==> src/rtl/spi_sync_fifo.sv <==
// spi_sync_fifo: single-clock byte FIFO between the APB register block and the SPI shifter.
// Circular RAM with read/write pointers and an occupancy counter.
// DataOut is registered, so read data appears one cycle after the read is sampled.
// Full/empty come straight from the registered count, so no input reaches an output
// without passing through a flop.
// Optional build macro FIFO_STATUS_EN adds three status outputs:
//   level     - current occupancy
//   overflow  - sticky, set by a rejected write
//   underflow - sticky, set by a rejected read
// Both sticky flags clear only on reset.
// DEPTH must be a power of two (>= 2) so the pointers wrap by natural overflow.

module spi_sync_fifo #(
    parameter int unsigned DATA_WIDTH = 8,
    parameter int unsigned DEPTH      = 16,
    parameter int unsigned ADDR_WIDTH = $clog2(DEPTH)
) (
    input  logic                  clk_i,
    input  logic                  rst_n,
    input  logic                  w_en,
    input  logic                  r_en,
    input  logic [DATA_WIDTH-1:0] DataIn,
    output logic [DATA_WIDTH-1:0] DataOut,
    output logic                  full,
    output logic                  empty
`ifdef FIFO_STATUS_EN
    ,
    output logic [ADDR_WIDTH:0]   level,
    output logic                  overflow,
    output logic                  underflow
`endif
);

    localparam int unsigned CountWidth = ADDR_WIDTH + 1;
    localparam logic [ADDR_WIDTH:0] FullCount = CountWidth'(DEPTH);

    // Storage is deliberately left unreset; stale contents are unreachable after
    // reset because both pointers and the count return to zero.
    logic [DATA_WIDTH-1:0] mem [DEPTH];

    logic [ADDR_WIDTH-1:0] wr_ptr_q, wr_ptr_d;
    logic [ADDR_WIDTH-1:0] rd_ptr_q, rd_ptr_d;
    logic [ADDR_WIDTH:0]   count_q, count_d;
    logic [DATA_WIDTH-1:0] dout_q, dout_d;

    logic full_int;
    logic empty_int;
    logic r_accept;
    logic w_accept;

    // Flags derived from the registered count only.
    always_comb begin
        full_int  = (count_q == FullCount);
        empty_int = (count_q == '0);
    end

    // A read is honoured only when data is present; a write is honoured when there
    // is space or when an accepted read frees a slot on the same edge.
    // There is no bypass: when empty, the read is rejected even if a write arrives.
    always_comb begin
        r_accept = r_en && !empty_int;
        w_accept = w_en && (!full_int || r_accept);
    end

    // Next-state for pointers, occupancy and read data.
    always_comb begin
        wr_ptr_d = wr_ptr_q;
        rd_ptr_d = rd_ptr_q;
        count_d  = count_q;
        dout_d   = dout_q;
        if (w_accept) begin
            wr_ptr_d = wr_ptr_q + ADDR_WIDTH'(1);
        end
        if (r_accept) begin
            rd_ptr_d = rd_ptr_q + ADDR_WIDTH'(1);
            dout_d   = mem[rd_ptr_q];
        end
        unique case ({w_accept, r_accept})
            2'b10:   count_d = count_q + CountWidth'(1);
            2'b01:   count_d = count_q - CountWidth'(1);
            default: count_d = count_q;
        endcase
    end

    // Control state with asynchronous active-low reset.
    always_ff @(posedge clk_i or negedge rst_n) begin
        if (!rst_n) begin
            wr_ptr_q <= '0;
            rd_ptr_q <= '0;
            count_q  <= '0;
            dout_q   <= '0;
        end else begin
            wr_ptr_q <= wr_ptr_d;
            rd_ptr_q <= rd_ptr_d;
            count_q  <= count_d;
            dout_q   <= dout_d;
        end
    end

    // Storage write port; no reset so it can map onto RAM.
    always_ff @(posedge clk_i) begin
        if (w_accept) begin
            mem[wr_ptr_q] <= DataIn;
        end
    end

    assign DataOut = dout_q;
    assign full    = full_int;
    assign empty   = empty_int;

`ifdef FIFO_STATUS_EN
    logic overflow_q, overflow_d;
    logic underflow_q, underflow_d;

    // Sticky error flags: set by any rejected request, held until reset.
    always_comb begin
        overflow_d  = overflow_q  | (w_en && !w_accept);
        underflow_d = underflow_q | (r_en && !r_accept);
    end

    // Status flag registers.
    always_ff @(posedge clk_i or negedge rst_n) begin
        if (!rst_n) begin
            overflow_q  <= 1'b0;
            underflow_q <= 1'b0;
        end else begin
            overflow_q  <= overflow_d;
            underflow_q <= underflow_d;
        end
    end

    assign level     = count_q;
    assign overflow  = overflow_q;
    assign underflow = underflow_q;
`endif

endmodule

==> config.mk <==
export PLATFORM = sky130hd
export DESIGN_NAME = spi_sync_fifo
export DESIGN_NICKNAME = d
export VERILOG_FILES = /design/src/rtl/spi_sync_fifo.sv
export SDC_FILE = /design/constraint.sdc
export NUM_CORES = 1
export LEC_CHECK = 0
export CORE_MARGIN = 2
export CORE_UTILIZATION = 50
export DETAILED_ROUTE_END_ITERATION = 8
export PLACE_DENSITY = 0.67
export SYNTH_ARGS = -nofsm -noshare
export SYNTH_HDL_FRONTEND = slang
export SYNTH_SLANG_ARGS = --single-unit
==> constraint.sdc <==
create_clock -name clk_i -period 5.7 [get_ports clk_i]
set_clock_uncertainty 0.2 [all_clocks]
set_input_delay 1.14 -clock clk_i [delete_from_list [all_inputs] [get_ports clk_i]]
set_output_delay 1.14 -clock clk_i [all_outputs]
set_load 0.02 [all_outputs]
==> run summary <==
========================================================================================
CP arrival ................................................................      2.22 ns
Post-Syn Area .............................................................     6028 um2
Post-route clock period utilization .......................................       62.53%
Worst reg2reg path startpoint ............................................. count_q[0]$_DFFE_PN0P_
Setup repair bufs after CTS ...............................................            0
Storage cell area .........................................................     4369 um2
Worst Path Required .......................................................      4.36 ns
Setup TNS after final layout ..............................................         0 ns
Critical path endpoint category ...........................................  output port
Number of global-route vias before repair .................................         2905
Worst-case clock buffer depth .............................................            2
Sequential share of the synthesized area ..................................       72.48%
Routed WL .................................................................     11050 um
Nets in the synthesized netlist ...........................................          329
Placed Instances ..........................................................          466
Warnings from Yosys .......................................................            0
Count of flip-flops with a built-in enable after synthesis ................          128
Worst hold path type ...................................................... flop to flop
Number of search-and-repair iterations in the first detailed-routing pass .            4
Detailed-route vias per instance ..........................................        5.661
Standard cell with the maximum stage delay on the critical path ........... sky130_fd_sc_hd__clkdlybuf4s50_1
Setup repair after global routing missed its margin .......................           no
Max-cap violations ........................................................            0
Die area ..................................................................    12950 um2
Number of nets with antenna violations after detailed routing .............            0
H-tree depth reported by CTS ..............................................            4
Final critical-path required period .......................................     3.564 ns
Max Clock Freq ............................................................   0.2806 GHz
Antenna Diode Count .......................................................            0
Least setup slack across all paths after layout ...........................     2.136 ns
Fraction of layout instances using a drive strength above 1 ...............       21.08%
Total congestion overflow after global routing ............................            0
Largest net degree at the start of global routing .........................           27
Initial standard-cell utilization of the core .............................       50.61%
Clock tree from TritonCTS .................................................          yes
Gp weighted congestion ....................................................       0.7508
Critical path startpoint category .........................................         flop
Mean cell area of the mapped netlist ......................................    19.57 um2
Number of standard cells in the final layout excluding fillers ............          498
Vias after detailed routing ...............................................         2819
Critical Path Max Stage Delay .............................................      0.59 ns
Peak supply drop ..........................................................  0.0001926 V
Least-Margin Pin Slew .....................................................     1.017 ns
Worst hold slack ..........................................................    0.3069 ns
Detailed-placement wirelength estimate ....................................      6913 um
Number of storage elements in the synthesis netlist .......................          149
Footprint of the multi-input gates ........................................     1573 um2
Layout net count ..........................................................          359
Area growth syn-to-layout .................................................       14.86%
Cell count after synthesis ................................................          308
Critical path peak fanout .................................................            5
Clk slew on worst S/H paths ...............................................      0.06 ns
Leakage power .............................................................     2.354 nW
Category of the most critical setup path .................................. flop to output port
Hold Buf Count CTS ........................................................            0
First-pass GRT wire length ................................................     17010 um
Result of the run ......................................................... finished clean
Number of fill cells in the layout ........................................          885
Total of cells resized after clock tree synthesis .........................            0
Wire length per cell after detailed routing ...............................     22.18 um
PD cells .................................................................. 499.8 nW/um2
Number of slew-limit violations in the final report .......................            0
Top_reg_cell synth ........................................................ sky130_fd_sc_hd__edfxtp_1
Core Area .................................................................    11910 um2
Master cell of the clock root buffer ...................................... sky130_fd_sc_hd__clkbuf_16
CTS buffer count ..........................................................           17
Core Util, Final ..........................................................       58.13%
Count of unresolved DRC violations after routing ..........................            0
Synth unique cells ........................................................           40
Die Y .....................................................................     113.8 um
Post-synthesis async set-or-reset flop share ..............................       14.09%
Buffers on Ports ..........................................................           21
Final hold viol count .....................................................            0
Start point of the worst hold path ........................................ DataOut[6]$_DFFE_PN0N_
Cell area reported after detailed placement ...............................     6381 um2
Post-route standard cell area excluding fillers ...........................     6924 um2
Number of antenna violations at the first check in global routing .........            0
Standard-cell rows ........................................................           40
Boundary Pins .............................................................           22
Relative max-transition margin ............................................       32.00%
Crit path from ............................................................ count_q[0]$_DFFE_PN0P_
Horiz. Die Dim ............................................................     113.8 um
Insertion delay to the later sink of the worst-skew pair ..................      0.42 ns
Total power consumption of the routed design ..............................     3.461 mW
Worst setup slack after placement .........................................     1.796 ns
Critical path, cell by cell ............................................... nor4_2, nand2_1, inv_1, clkdlybuf4s50_1
Combined global-route utilization of all metal layers .....................       18.71%
Final-report setup violation count ........................................            0
1st-iter DRT viols ........................................................          177
Clock net sink count ......................................................          149
========================================================================================
## Yosys cell counts (2+ instances only)
library cell	count	share of area [%]
sky130_fd_sc_hd__edfxtp_1	128	64
sky130_fd_sc_hd__o21a_1	2	0.25
sky130_fd_sc_hd__nand4_1	2	0.21
sky130_fd_sc_hd__o21ai_1	3	0.25
sky130_fd_sc_hd__buf_2	9	0.75
sky130_fd_sc_hd__ha_1	8	1.7
sky130_fd_sc_hd__mux2i_1	16	2.7
sky130_fd_sc_hd__o221ai_1	8	1.2
sky130_fd_sc_hd__and2_1	16	1.7
sky130_fd_sc_hd__buf_1	2	0.12
sky130_fd_sc_hd__mux4_2	32	12
sky130_fd_sc_hd__nor3b_1	2	0.25
sky130_fd_sc_hd__dfrtp_1	21	8.7
sky130_fd_sc_hd__inv_1	6	0.37
sky130_fd_sc_hd__nand2_1	16	1.0
sky130_fd_sc_hd__mux2_4	2	0.50
sky130_fd_sc_hd__nor2b_1	2	0.21
sky130_fd_sc_hd__xnor2_1	9	1.3
sky130_fd_sc_hd__nor2_2	2	0.21
sky130_fd_sc_hd__a21oi_1	2	0.17
## registers in the layout (all words and copies together) (netlist names)
register  flops
DataOut       8
rd_ptr_q      4
mem         128
count_q       5
wr_ptr_q      4
## layout by cell type, fill, tap and decap left out, types with 2 or more instances in the layout
master | Yosys | layout
sky130_fd_sc_hd__nor2b_1 | 2 | 2
sky130_fd_sc_hd__inv_1 | 6 | 6
sky130_fd_sc_hd__buf_4 | 1 | 3
sky130_fd_sc_hd__mux2_4 | 2 | 2
sky130_fd_sc_hd__o21a_1 | 2 | 2
sky130_fd_sc_hd__edfxtp_1 | 128 | 128
sky130_fd_sc_hd__a21oi_1 | 2 | 2
sky130_fd_sc_hd__clkinv_2 | 0 | 3
sky130_fd_sc_hd__o221ai_1 | 8 | 8
sky130_fd_sc_hd__nor3b_1 | 2 | 2
sky130_fd_sc_hd__and2_1 | 16 | 16
sky130_fd_sc_hd__o21ai_1 | 3 | 3
sky130_fd_sc_hd__clkbuf_16 | 0 | 17
sky130_fd_sc_hd__nand2_1 | 16 | 16
sky130_fd_sc_hd__nand4_1 | 2 | 2
sky130_fd_sc_hd__clkinvlp_4 | 0 | 3
sky130_fd_sc_hd__nor2_2 | 2 | 2
sky130_fd_sc_hd__clkbuf_1 | 1 | 2
sky130_fd_sc_hd__clkinv_4 | 0 | 3
sky130_fd_sc_hd__mux4_2 | 32 | 32
sky130_fd_sc_hd__xnor2_1 | 9 | 9
sky130_fd_sc_hd__dfrtp_1 | 21 | 21
sky130_fd_sc_hd__clkdlybuf4s50_1 | 0 | 21
sky130_fd_sc_hd__mux2i_1 | 16 | 16
sky130_fd_sc_hd__clkinv_1 | 0 | 2
sky130_fd_sc_hd__ha_1 | 8 | 8
## cell families (layout without fill, tap and decap cells)
family | after synthesis | after routing | share of synthesized area, %
multiplexers | 51 | 51 | 15.30
XOR/XNOR | 9 | 9 | 1.308
AO/OA/AOI/OAI | 22 | 22 | 2.927
AND/OR/NAND/NOR | 49 | 49 | 4.566
adder cells (fa/ha/maj) | 9 | 9 | 1.993
buffers and inverters | 19 | 62 | 1.432
flip-flops | 149 | 149 | 72.48
## where the power goes
| part | internal, mW | switching (mW) |
|---|---|---|
| combinational | 0.481 | 0.465 |
| clock | 0.596 | 0.424 |
| sequential | 1.36 | 0.139 |
| total | 2.43 | 1.03 |
## routing by layer
metal / vias to the layer above / share of wire, % / track usage, %
met2: 56 / 50 / 29.38
li1: 1290 / - / -
met4: 0 / 1.5 / 7.805
met5: - / 0 / 0
met3: 14 / 3.8 / 4.888
met1: 1459 / 45 / 25.21
## final timing paths
kind,slack (ns),end,cells past startpoint
setup / recovery,2.14,full,4
hold reg to reg,0.31,DataOut[6]$_DFFE_PN0N_,2
min in group asynchronous,1.08,wr_ptr_q[0]$_DFFE_PN0P_,1
setup reg to reg,2.45,count_q[4]$_DFFE_PN0P_,9
max in group asynchronous,3.60,DataOut[7]$_DFFE_PN0N_,1
hold / removal,0.31,DataOut[6]$_DFFE_PN0N_,2
## area by class of cell
class                           count  area share, %
Tap cell                          147          2.656
Sequential cell                   149          63.10
Inverter                            6         0.3253
Clock buffer                       19          6.252
Timing Repair Buffer               24          3.361
Clock inverter                     13          1.590
Multi-Input combinational cell    140          22.71
## critical path, delay by kind of cell, from the launching register on
family / cells / cell delay (ns)
flops: 1 / 0.45
simple gates: 2 / 0.69
buf+inv: 2 / 0.67
Note: power is estimated with default switching activity, not from simulation.
